===== src/rtl/tag_responder_iterator.sv =====
// Walks the set bits of a captured tag vector lowest-first over a valid/ready handshake; first responder one cycle after start, one per cycle while ready is high, held stable under backpressure.
// Optional build macro RESP_COUNT_EN adds o_resp_count, the popcount of the tags loaded at capture.
module tag_responder_iterator #(
  parameter int N     = 100,
  parameter int IDX_W = 7
) (
  input  logic             i_clk,
  input  logic             i_rst_n,
  input  logic             i_start,
  input  logic             i_abort,
  input  logic [N-1:0]     i_tag_wires,
  input  logic             i_idx_ready,
  output logic             o_idx_valid,
  output logic [IDX_W-1:0] o_idx,
  output logic [N-1:0]     o_first_onehot,
  output logic             o_some_none,
  output logic             o_busy,
  output logic             o_done
`ifdef RESP_COUNT_EN
  ,
  output logic [IDX_W-1:0] o_resp_count
`endif
);

  typedef enum logic [1:0] {
    S_IDLE = 2'd0,
    S_SCAN = 2'd1,
    S_DONE = 2'd2
  } state_t;

  state_t             r_state;
  state_t             w_next;
  logic [N-1:0]       r_snap;
  logic               r_some_none;
  logic               r_busy;
  logic               r_done;
  logic [N-1:0]       w_low_oh;
  logic [IDX_W-1:0]   w_low_idx;
  logic               w_any;
  logic               w_last;
  logic               w_hs;
  logic               w_scan_vld;

  // Two's-complement trick isolates the lowest set bit of the snapshot.
  assign w_low_oh = r_snap & (~r_snap + {{(N-1){1'b0}}, 1'b1});
  assign w_any    = |r_snap;
  assign w_last   = ~|(r_snap & ~w_low_oh);

  always_comb begin
    w_low_idx = '0;
    for (int i = N - 1; i >= 0; i--) begin
      if (r_snap[i]) begin
        w_low_idx = IDX_W'(i);
      end
    end
  end

  assign w_scan_vld = (r_state == S_SCAN) && w_any;
  // Abort wins over the handshake: the presented responder is not consumed.
  assign w_hs       = w_scan_vld && i_idx_ready && !i_abort;

  always_ff @(posedge i_clk or negedge i_rst_n) begin
    if (!i_rst_n) begin
      r_state <= S_IDLE;
    end else begin
      r_state <= w_next;
    end
  end

  always_comb begin
    w_next = r_state;
    if (i_abort) begin
      w_next = S_IDLE;
    end else begin
      case (r_state)
        S_IDLE: if (i_start) w_next = S_SCAN;
        S_SCAN: begin
          if (!w_any) begin
            w_next = S_DONE;
          end else if (w_hs && w_last) begin
            w_next = S_DONE;
          end
        end
        S_DONE:  w_next = S_IDLE;
        default: w_next = S_IDLE;
      endcase
    end
  end

  always_comb begin
    o_idx_valid    = w_scan_vld;
    o_idx          = '0;
    o_first_onehot = '0;
    if (w_scan_vld) begin
      o_idx          = w_low_idx;
      o_first_onehot = w_low_oh;
    end
  end

  always_ff @(posedge i_clk or negedge i_rst_n) begin
    if (!i_rst_n) begin
      r_snap      <= '0;
      r_some_none <= 1'b0;
      r_busy      <= 1'b0;
      r_done      <= 1'b0;
    end else begin
      r_busy <= (w_next == S_SCAN);
      r_done <= (w_next == S_DONE);
      if (!i_abort) begin
        if ((r_state == S_IDLE) && i_start) begin
          r_snap      <= i_tag_wires;
          r_some_none <= |i_tag_wires;
        end else if (w_hs) begin
          r_snap <= r_snap & ~w_low_oh;
        end
      end
    end
  end

  assign o_some_none = r_some_none;
  assign o_busy      = r_busy;
  assign o_done      = r_done;

`ifdef RESP_COUNT_EN
  logic [IDX_W-1:0] w_pop;
  logic [IDX_W-1:0] r_resp_count;

  always_comb begin
    w_pop = '0;
    for (int i = 0; i < N; i++) begin
      w_pop = w_pop + IDX_W'(i_tag_wires[i]);
    end
  end

  // Survives abort; only a new capture or reset changes it.
  always_ff @(posedge i_clk or negedge i_rst_n) begin
    if (!i_rst_n) begin
      r_resp_count <= '0;
    end else if (!i_abort && (r_state == S_IDLE) && i_start) begin
      r_resp_count <= w_pop;
    end
  end

  assign o_resp_count = r_resp_count;
`endif

endmodule

===== config.mk =====
export PLATFORM = sky130hd
export DESIGN_NAME = tag_responder_iterator
export DESIGN_NICKNAME = d
export VERILOG_FILES = /design/src/rtl/tag_responder_iterator.sv
export SDC_FILE = /design/constraint.sdc
export NUM_CORES = 1
export LEC_CHECK = 0
export ABC_AREA = 1
export BUFFER_PORTS_ARGS = -buffer_cell sky130_fd_sc_hd__buf_2
export CAP_MARGIN = 10
export CORE_ASPECT_RATIO = 1.25
export CORE_UTILIZATION = 52
export CTS_CLUSTER_DIAMETER = 30
export DETAILED_ROUTE_END_ITERATION = 10
export PLACE_DENSITY_LB_ADDON = 0.25
export SETUP_SLACK_MARGIN = 0.15
export SYNTH_ARGS = -nofsm -noshare
export SYNTH_HDL_FRONTEND = slang
export SYNTH_SLANG_ARGS = --single-unit

===== constraint.sdc =====
create_clock -name i_clk -period 21.5 [get_ports i_clk]
set_clock_uncertainty 0.2 [all_clocks]
set_input_delay 6.45 -clock i_clk [delete_from_list [all_inputs] [get_ports i_clk]]
set_output_delay 6.45 -clock i_clk [all_outputs]
set_load 0.03 [all_outputs]

==> metrics.md, run 1 <==
| Metric | Value |
|---|---|
| Net switching power | 372 uW |
| Storage cell area | 2630 um2 |
| Comb power frac | 0.420 |
| Layout overhead on the synthesized area | 17.5% |
| Ys Warns | 0 |
| MaxCap Viol Count | 0 |
| Die ar. | between 15,000 and 20,000 um2 |
| Hold Path Stages | 1 |
| Max incr delay on CP | around 0.54 ns |
| Total setup buffers inserted after CTS | 0 |
| Row cnt | 52 |
| Worst path bufs/invs | 6 |
| DR pass1 iterations | 6 |
| Hold Vio Cnt, Final | 0 |
| Relative slew slack | 0.278 |
| Crit path max fanout | 5 |
| Die Ht | about 150 um |
| Core footprint | about 16,000 um2 |
| Final layout net count | around 1,700 |
| P per Cell Area | around 82 nW/um2 |
| Internal Power | 454 uW |
| Crit end category | output port |
| Critical R2R Launch | r_snap[0] |
| CP Class | reg2out |
| Total Power | 826 uW |
| Post-synth design cell area | around 8600 um2 |
| R2R setup slack | about 15 ns |
| Final min period | approximately 13 ns |
| Hold crit path type | reg2reg |
| Multi-input logic area | slightly below 5000 um2 |
| Seq/Total Area, Yosys | 0.306 |
| Detailed-route via count | between 10,000 and 15,000 |
| Antenna-violating nets left | 0 |
| Yosys reg bits | between 100 and 150 |
| CP startpoint | r_snap[0] |
| Yosys cell types | 34 |
| Mapped Nets | between 1,500 and 2,000 |
| Drt drc | 0 |
| Vias per cell | about 5.7 |
| Num CTS Buffers | 9 |
| H-tree Lvls | 3 |
| Critical Path AT | 5.89 ns |
| All-Layer GR Usage | 0.345 |
| Largest net degree at the start of global routing | between 100 and 150 |
| Starting Density | 0.530 |
| VDD IR-drop max | 0.0440 mV |
| Avg Inst Size Synth | between 6 and 7 um2 |
| Clock power frac | 0.210 |
| CP delay by family, top | simple AND/OR/NAND/NOR gates |
| Critical-path cell list | nor2_1 > inv_2 > nor2_2 > inv_2 > nor2_2 > inv_2 > nor2_1 > inv_2 > nor3_1 > inv_2 > nor2_1 > nand2_1 > or4_1 > nor2_1 > nand2_1 > or4_1 > nor4_2 > nand2_1 > or4_1 > nor4_2 > nand4_1 > nor3_1 > buf_2 |
| Setup violations, final | 0 |
| CP max-delay cell | or4_1 |
| Crit path launch type | flip-flop |
| Leak | 4.86 nW |
| Hold Slack | ~0.35 ns |
| Setup ws final | 8.96 ns |
| Period utilisation layout | 0.583 |
| TNS Setup | 0 ns |
| Grt ovf | 0 |
| # fillers | roughly 1,600 |
| Status | completed |
| CP most frequent cell | inv_2 |
| Hpwl dp | about 22 mm |
| # clock sinks | 105 |
| Share of cells above drive strength 1 | 0.174 |
| Net Sw Frac | 0.451 |
| Detailed-route wire length | between 20 and 30 mm |
| Port buffer count | 215 |
| Worst-Margin Slew | ~1.1 ns |
| Initial DRC Count | between 800 and 900 |
| RSZ-0062 raised after global routing | false |
| RR Endpoint | o_busy |
| Die X | about 120 um |
| Ports | about 220 |
| R2r worst-path depth | 27 |
| Final Wtd Congestion | slightly below 1 |
| Worst skew pair latency | 0.37 ns |
| Min-delay src | r_state[1] |
| Root Driver | clkbuf_16 |
| Average wire per cell in the routed design | between 15 and 20 um |
| Clock slew at reported path FFs | ~0.080 ns |
| Hold endpoint | r_state[1] |
| CTS resizes | 0 |
| Vias in the first global route | between 9,000 and 10,000 |
| Dpl ws | about 9.4 ns |
| Initial antenna violation count | 2 |
| First-pass GRT wire length | between 40 and 50 mm |
| FMAX | about 80 MHz |
| TritonCTS clock tree | yes |
| CTS Buffer Depth | 2 |
| Flop pwr share | 0.370 |
| CP Data Required Time | 14.85 ns |
| Final slew viol count | 0 |
| Post-Synthesis Cells | between 1,000 and 1,500 |
| Hold-fix buffers at CTS | 0 |
==> flip-flops by register name (all words and copies together) (netlist names) <==
name         cells
o_some_none      1
o_busy           1
o_done           1
r_state          2
r_snap         100
==> area by class of cell <==
| type | count | area share |
|---|---|---|
| clock inverters | 5 | 0.00571 |
| multi-input cells | 1051 | 0.483 |
| inverters | 213 | 0.0891 |
| flip-flops and latches | 105 | 0.260 |
| well taps | 216 | 0.0268 |
| diodes | 1 | 0.000248 |
| clock buffers | 10 | 0.0227 |
| repair buffers | 222 | 0.112 |
==> per-stage QoR <==
stage               instance area, um2  instances  utilization
floorplan                         8590       1423            -
global placement                  9800       1807        0.605
finish                           10100       1823        0.623
CTS                              10100       1822        0.622
global route                     10100       1822        0.622
detailed placement                9800       1807        0.605
==> power by group through the flow <==
stage	clock, mW	combinational (mW)	sequential, mW
global placement	0	0.337	0.305
global route	0.178	0.395	0.312
floorplan	0	0.261	0.291
finish	0.173	0.347	0.306
detailed placement	0	0.343	0.306
CTS	0.172	0.344	0.303
==> cells by family after synthesis <==
| group | Yosys count | synth area share |
|---|---|---|
| compound gates | 253 | 0.165 |
| buf+inv | 267 | 0.129 |
| flops | 105 | 0.306 |
| simple gates | 798 | 0.400 |
==> synthesized netlist by cell type, drive strengths merged <==
| library cell | instances | area share |
|---|---|---|
| or4 | 4 | 0.0035 |
| nand2 | 371 | 0.16 |
| bufinv | 7 | 0.014 |
| and3 | 4 | 0.0029 |
| o21bai | 1 | 0.00087 |
| nand4 | 32 | 0.023 |
| a2111oi | 2 | 0.0020 |
| o211ai | 30 | 0.026 |
| inv | 196 | 0.086 |
| a41oi | 1 | 0.0010 |
| o22ai | 14 | 0.010 |
| a31oi | 14 | 0.010 |
| o31ai | 2 | 0.0017 |
| o21ai | 148 | 0.086 |
| a21oi | 35 | 0.020 |
| o2111ai | 2 | 0.0020 |
| a211oi | 3 | 0.0026 |
| nor4b | 1 | 0.0010 |
| clkbuf | 43 | 0.019 |
| nor3 | 118 | 0.069 |
| buf | 11 | 0.0057 |
| nor2 | 183 | 0.081 |
| nand3 | 39 | 0.023 |
| o2111a | 1 | 0.0013 |
| dfrtp | 105 | 0.31 |
| nand3b | 1 | 0.00087 |
| nor4 | 45 | 0.034 |
| clkinv | 10 | 0.0044 |
==> cells in the final DEF, fill, tap and decap left out, types with 4 or more instances in the layout <==
| cell type | instances |
|---|---|
| clkbuf_16 | 9 |
| clkinv_1 | 10 |
| nor2_1 | 180 |
| o21ai_0 | 146 |
| a31oi_1 | 14 |
| nor4_1 | 43 |
| nor3_1 | 118 |
| dfrtp_1 | 105 |
| bufinv_8 | 7 |
| nand2_1 | 371 |
| nand3_1 | 39 |
| and3_1 | 4 |
| buf_4 | 8 |
| o211ai_1 | 30 |
| or4_1 | 4 |
| o22ai_1 | 14 |
| a21oi_1 | 35 |
| inv_1 | 166 |
| nand4_1 | 32 |
| buf_2 | 214 |
| inv_2 | 29 |
==> worst max-delay path by stage <==
stage,endpoint,slack [ns],cells past startpoint
after floorplan,o_idx[0],10.06,99
after global placement,o_first_onehot[94],9.38,23
after detailed placement,o_idx[0],9.39,100
after CTS,o_idx[0],8.99,100
after global routing,o_idx[0],7.98,100
final,o_first_onehot[94],8.96,23
==> per-layer routing <==
metal,vias up,wire [um],GRT usage
li1,5078,-,-
met1,4784,12200,0.439
met2,471,13900,0.575
met3,69,1810,0.0308
met4,2,1120,0.176
met5,-,14,0
(Power assumes the default switching activity.)
==> inputs of run 2 (changes only) <==
--- a/config.mk
+++ b/config.mk
@@ -9,7 +9,7 @@
 export BUFFER_PORTS_ARGS = -buffer_cell sky130_fd_sc_hd__buf_2
 export CAP_MARGIN = 10
 export CORE_ASPECT_RATIO = 1.25
-export CORE_UTILIZATION = 52
+export CORE_UTILIZATION = 50
 export CTS_CLUSTER_DIAMETER = 30
 export DETAILED_ROUTE_END_ITERATION = 10
 export PLACE_DENSITY_LB_ADDON = 0.25
==> constraint.sdc (replaced) <==
create_clock -name i_clk -period 11.4 [get_ports i_clk]
set_clock_uncertainty 0.2 [all_clocks]
set_input_delay 3.42 -clock i_clk [delete_from_list [all_inputs] [get_ports i_clk]]
set_output_delay 3.42 -clock i_clk [all_outputs]
set_load 0.03 [all_outputs]
==> metrics.md, run 2 (same netlist as run 1, synthesis figures left out) <==
| Metric | Value |
|---|---|
| Ports | 216 |
| Biggest regs | r_snap (100), r_state (2) |
| Port buffer count | ~220 |
| CP max-delay cell | or4_1 |
| Antenna-violating nets left | 0 |
| Starting Density | 0.510 |
| Critical R2R Launch | r_snap[0] |
| Num CTS Buffers | 9 |
| Final Wtd Congestion | about 0.95 |
| Total Power | 1.58 mW |
| Final layout net count | between 1,500 and 2,000 |
| First-pass GRT wire length | around 46 mm |
| Core footprint | ~17,000 um2 |
| CP Class | reg2out |
| Net switching power | slightly above 700 uW |
| Final slew viol count | 0 |
| # fillers | roughly 1,700 |
| Highest routed layer | met5 |
| Hold crit path type | reg2reg |
| Max incr delay on CP | 0.54 ns |
| Detailed-route wire length | a little under 30 mm |
| Crit path max fanout | 5 |
| Critical Path End | o_first_onehot[94] |
| Grt ovf | 0 |
| Period utilisation layout | 0.838 |
| Wl on met1 | about 12 mm |
| CTS resizes | 0 |
| Relative slew slack | 0.220 |
| Worst path bufs/invs | 6 |
| CP most frequent cell | inv_2 |
| WL met2 | between 10 and 15 mm |
| Fin area | around 10,000 um2 |
| Hpwl dp | 22.1 mm |
| Drt drc | 0 |
| Most flops, register | r_snap |
| Average wire per cell in the routed design | 16.1 um |
| Share of cells above drive strength 1 | 0.175 |
| All-Layer GR Usage | 0.331 |
| Max reg flops | 100 |
| Vias per cell | 5.64 |
| Clock power frac | 0.218 |
| Comb power frac | 0.416 |
| Die Ht | ~150 um |
| Dpl ws | roughly 2.3 ns |
| Hold Vio Cnt, Final | 0 |
| Internal Power | ~870 uW |
| H-tree Lvls | 3 |
| Commonest non-fill, non-tap cell in the layout | nand2_1 |
| Critical-path cell list | nor2_1 > inv_2 > nor2_2 > inv_2 > nor2_2 > inv_2 > nor2_1 > inv_2 > nor3_1 > inv_2 > nor2_1 > nand2_1 > or4_1 > nor2_1 > nand2_1 > or4_1 > nor4_2 > nand2_1 > or4_1 > nor4_2 > nand4_1 > nor3_1 > buf_2 |
| Stages on worst setup path | 23 |
| Die ar. | 17,700 um2 |
| Setup violations, final | 0 |
| Initial DRC Count | roughly 900 |
| CP Data Required Time | between 7 and 8 ns |
| Worst skew pair latency | 0.37 ns |
| Critical Path AT | 5.93 ns |
| Root Driver | clkbuf_16 |
| Leak | roughly 5 nW |
| CP startpoint | r_snap[0] |
| # clock sinks | 105 |
| Net Sw Frac | 0.448 |
| Die X | 119 um |
| R2R setup slack | between 5 and 6 ns |
| Detailed-route via count | a little over 10,000 |
| Hold-fix buffers at CTS | 0 |
| Largest net degree at the start of global routing | 111 |
| Layout overhead on the synthesized area | 17.8% |
| Crit end category | output port |
| Final min period | between 9 and 10 ns |
| Crit path launch type | flip-flop |
| R2r worst-path depth | 28 |
| Row cnt | 53 |
| FMAX | around 100 MHz |
| RSZ-0062 raised after global routing | false |
| P per Cell Area | around 160 nW/um2 |
| RR Endpoint | o_done |
| TritonCTS clock tree | yes |
| CP delay by family, top | simple AND/OR/NAND/NOR gates |
| Hold Slack | 0.361 ns |
| Most frequent cells in the layout | nand2_1 (371), buf_2 (214), nor2_1 (180) |
| DR pass1 iterations | 5 |
| Met3 routed WL | around 1.7 mm |
| CTS Buffer Depth | 2 |
| Status | completed |
| TNS Setup | 0 ns |
| VDD IR-drop max | between 0.09 and 0.1 mV |
| Post-DP Area | 9800 um2 |
| Flop pwr share | 0.366 |
| Setup ws final | 1.85 ns |
| Vias in the first global route | 9,546 |
| Worst-Margin Slew | about 1.1 ns |
| Initial antenna violation count | 2 |
| Clock slew at reported path FFs | around 0.08 ns |
| MaxCap Viol Count | 0 |
| Total setup buffers inserted after CTS | 0 |
[run 2: stage by stage]
stage | std cells | utilization
after floorplan | 1423 | -
after global placement | 1811 | 0.582
after detailed placement | 1811 | 0.582
after CTS | 1827 | 0.601
after global routing | 1828 | 0.601
final | 1828 | 0.601
[run 2: how the worst min path moves through the flow]
stage           startpoint  slack (ns)  depth (start not counted)           to
6_report       o_some_none        0.36                          2  o_some_none
5_1_grt         r_state[1]        0.41                          1   r_state[1]
4_1_cts         r_state[1]        0.36                          1   r_state[1]
3_5_place_dp    r_state[1]        0.35                          1   r_state[1]
3_3_place_gp    r_state[1]        0.34                          1   r_state[1]
2_1_floorplan   r_state[1]        0.26                          1       o_done
[run 2: power by group through the flow]
| stage | clock network, mW | registers (mW) | logic [mW] |
|---|---|---|---|
| after floorplan | 0 | 0.550 | 0.492 |
| after global placement | 0 | 0.576 | 0.637 |
| after detailed placement | 0 | 0.577 | 0.646 |
| after CTS | 0.348 | 0.572 | 0.650 |
| after global routing | 0.361 | 0.589 | 0.745 |
| final | 0.344 | 0.577 | 0.656 |
[run 2: layout make-up]
type / instances / area (um2) / area share
well taps: 220 / 275 / 0.0272
clock buffers: 11 / 253 / 0.0250
diodes: 1 / 2.50 / 0.000247
inverters: 213 / 898 / 0.0888
multi-input cells: 1051 / 4870 / 0.481
flip-flops and latches: 105 / 2630 / 0.260
repair buffers: 222 / 1130 / 0.112
clock inverters: 5 / 61.3 / 0.00606
[run 2: layer usage]
metal,up-vias,GRT usage
li1,5081,-
met1,4708,0.415
met2,447,0.557
met3,80,0.0322
met4,2,0.185
met5,-,0
[run 2: worst register-to-register path: cells and delay by family (launching register included)]
| family | cells | cell delay (ns) |
|---|---|---|
| DFF | 1 | 0.43 |
| buffers and inverters | 6 | 0.49 |
| and+or+nand+nor | 22 | 5.08 |
==> inputs of run 3 (changes only) <==
--- a/config.mk
+++ b/config.mk
@@ -9,7 +9,7 @@
 export BUFFER_PORTS_ARGS = -buffer_cell sky130_fd_sc_hd__buf_2
 export CAP_MARGIN = 10
 export CORE_ASPECT_RATIO = 1.25
-export CORE_UTILIZATION = 50
+export CORE_UTILIZATION = 52
 export CTS_CLUSTER_DIAMETER = 30
 export DETAILED_ROUTE_END_ITERATION = 10
 export PLACE_DENSITY_LB_ADDON = 0.25
==> constraint.sdc (replaced) <==
create_clock -name i_clk -period 9.08 [get_ports i_clk]
set_clock_uncertainty 0.2 [all_clocks]
set_input_delay 2.724 -clock i_clk [delete_from_list [all_inputs] [get_ports i_clk]]
set_output_delay 2.724 -clock i_clk [all_outputs]
set_load 0.03 [all_outputs]
==> metrics.md, run 3 (same netlist as run 1, synthesis figures left out) <==
| Metric | Value |
|---|---|
| Status | completed |
| Vias in the first global route | approximately 9,900 |
| Share of cells above drive strength 1 | 0.178 |
| Grt ovf | 0 |
| CP Data Required Time | 6.16 ns |
| Setup ws final | between 0.3 and 0.4 ns |
| Comb power frac | 0.424 |
| Final min period | between 8 and 9 ns |
| Post-DP Area | ~9800 um2 |
| Root Driver | clkbuf_16 |
| Critical R2R Launch | r_snap[0] |
| TritonCTS clock tree | yes |
| CTS Buffer Depth | 2 |
| Largest net degree at the start of global routing | ~120 |
| Crit path launch type | flip-flop |
| Net switching power | about 880 uW |
| Num CTS Buffers | 9 |
| CP delay by family, top | simple AND/OR/NAND/NOR gates |
| Die X | about 120 um |
| Min-delay src | r_state[1] |
| Dpl ws | between 0.7 and 0.8 ns |
| # fillers | 1,604 |
| Detailed-route wire length | 29.2 mm |
| Final slew viol count | 0 |
| Layout overhead on the synthesized area | 18.5% |
| DR pass1 iterations | 6 |
| Final Wtd Congestion | between 1 and 1.5 |
| # clock sinks | 105 |
| Internal Power | 1.09 mW |
| P per Cell Area | ~190 nW/um2 |
| Clock slew at reported path FFs | 0.07 ns |
| Hpwl dp | 21.8 mm |
| Total Power | roughly 2.0 mW |
| Placed cell count | ~1,800 |
| Die ar. | around 17,000 um2 |
| CP startpoint | r_snap[98] |
| Hold-fix buffers at CTS | 0 |
| Initial DRC Count | approximately 800 |
| Detailed-route via count | approximately 10,000 |
| Core footprint | 16,200 um2 |
| First-pass GRT wire length | about 46 mm |
| Net Sw Frac | 0.448 |
| Initial antenna violation count | 2 |
| Max incr delay on CP | roughly 0.42 ns |
| Multi-input logic area | ~4900 um2 |
| CP Class | reg2out |
| Relative slew slack | 0.232 |
| Ports | about 220 |
| All-Layer GR Usage | 0.348 |
| Clock power frac | 0.210 |
| Fin area | between 10,000 and 15,000 um2 |
| Biggest regs | r_snap (100), r_state (2) |
| H-tree Lvls | 3 |
| CP most frequent cell | nand2_1 |
| Leak | just under 5 nW |
| Storage cell area | 2630 um2 |
| Hold crit path type | reg2reg |
| VDD IR-drop max | between 0.1 and 0.15 mV |
| Crit end category | output port |
| Row cnt | 52 |
| Setup violations, final | 0 |
| Period utilisation layout | 0.960 |
| Antenna-violating nets left | 0 |
| Most flops, register | r_snap |
| FMAX | about 110 MHz |
| Commonest non-fill, non-tap cell in the layout | nand2_1 |
| MaxCap Viol Count | 0 |
| Final layout net count | roughly 1,700 |
| Port buffer count | 215 |
| Starting Density | 0.530 |
| Vias per cell | around 5.7 |
| Worst skew pair latency | 0.36 ns |
| Drt drc | 0 |
| Average wire per cell in the routed design | around 16 um |
| Crit path max fanout | 4 |
| Critical Path AT | around 5.8 ns |
| Max reg flops | 100 |
| Fin cells | ~1,800 |
| Die Ht | between 100 and 150 um |
| Worst path bufs/invs | 2 |
| Most frequent cells in the layout | nand2_1 (368), buf_2 (213), nor2_1 (179) |
| Flop pwr share | 0.366 |
| RSZ-0062 raised after global routing | true |
| Hold Vio Cnt, Final | 0 |
| Worst-Margin Slew | roughly 1.1 ns |
| CP max-delay cell | dfrtp_1 |
-- run 3: changes by cell type in the layout (fill, tap and decap cells not counted), moves of 2 or more --
cell and delta:
nand2_1 -3, nand2_2 +3, buf_4 +2, clkbuf_1 +2
diode_2 +2, nor4_2 -2, nor4_4 +2
-- run 3: path summary, 6_finish.rpt --
check | end | slack [ns] | cells past startpoint
max | o_idx[0] | 0.36 | 100
min | o_done | 0.35 | 1
max reg2reg | r_state[1] | 3.02 | 33
min reg2reg | o_done | 0.35 | 1
max in group asynchronous | r_snap[10] | 5.26 | 2
min in group asynchronous | r_snap[85] | 2.20 | 1
-- run 3: stage by stage --
step / utilization / TNS [ns] / hold WS [ns]
floorplan: - / 0 / 0.260
global placement: 0.606 / 0 / 0.333
detailed placement: 0.606 / 0 / 0.331
CTS: 0.624 / 0 / 0.352
global route: 0.628 / -0.701 / 0.365
finish: 0.628 / 0 / 0.351
-- run 3: layout make-up --
| class | instances | share of cell area |
|---|---|---|
| multi-input cells | 1051 | 0.481 |
| clock buffers | 12 | 0.0242 |
| diodes | 3 | 0.000738 |
| flip-flops and latches | 105 | 0.258 |
| repair buffers | 225 | 0.115 |
| well taps | 216 | 0.0266 |
| clock inverters | 4 | 0.00517 |
| inverters | 213 | 0.0883 |
-- run 3: worst register-to-register path, delay by kind of cell (launching register included) --
family	cells	cell delay, ns
AND/OR/NAND/NOR	23	4.51
flip-flops	1	0.44
buffers and inverters	10	0.83
-- run 3: repair_timing --
action,CTS,global route
endpoints found under the setup margin,0,3
buffers inserted,0,2
resized for setup,0,9
endpoints found under the hold margin,0,0
-- run 3: power by group through the flow --
stage / clock network, mW / registers (mW) / logic (mW)
6_report: 0.416 / 0.723 / 0.837
5_1_grt: 0.431 / 0.739 / 0.951
4_1_cts: 0.420 / 0.717 / 0.819
3_5_place_dp: 0 / 0.723 / 0.813
3_3_place_gp: 0 / 0.720 / 0.801
2_1_floorplan: 0 / 0.690 / 0.617
-- run 3: per-layer routing --
layer	share of wire	wire [um]	GRT usage	vias up
li1	-	-	-	5085
met1	0.40	11800	0.434	4738
met2	0.48	14000	0.576	500
met3	0.068	1980	0.0404	104
met4	0.049	1440	0.196	0
met5	0	0	0	-
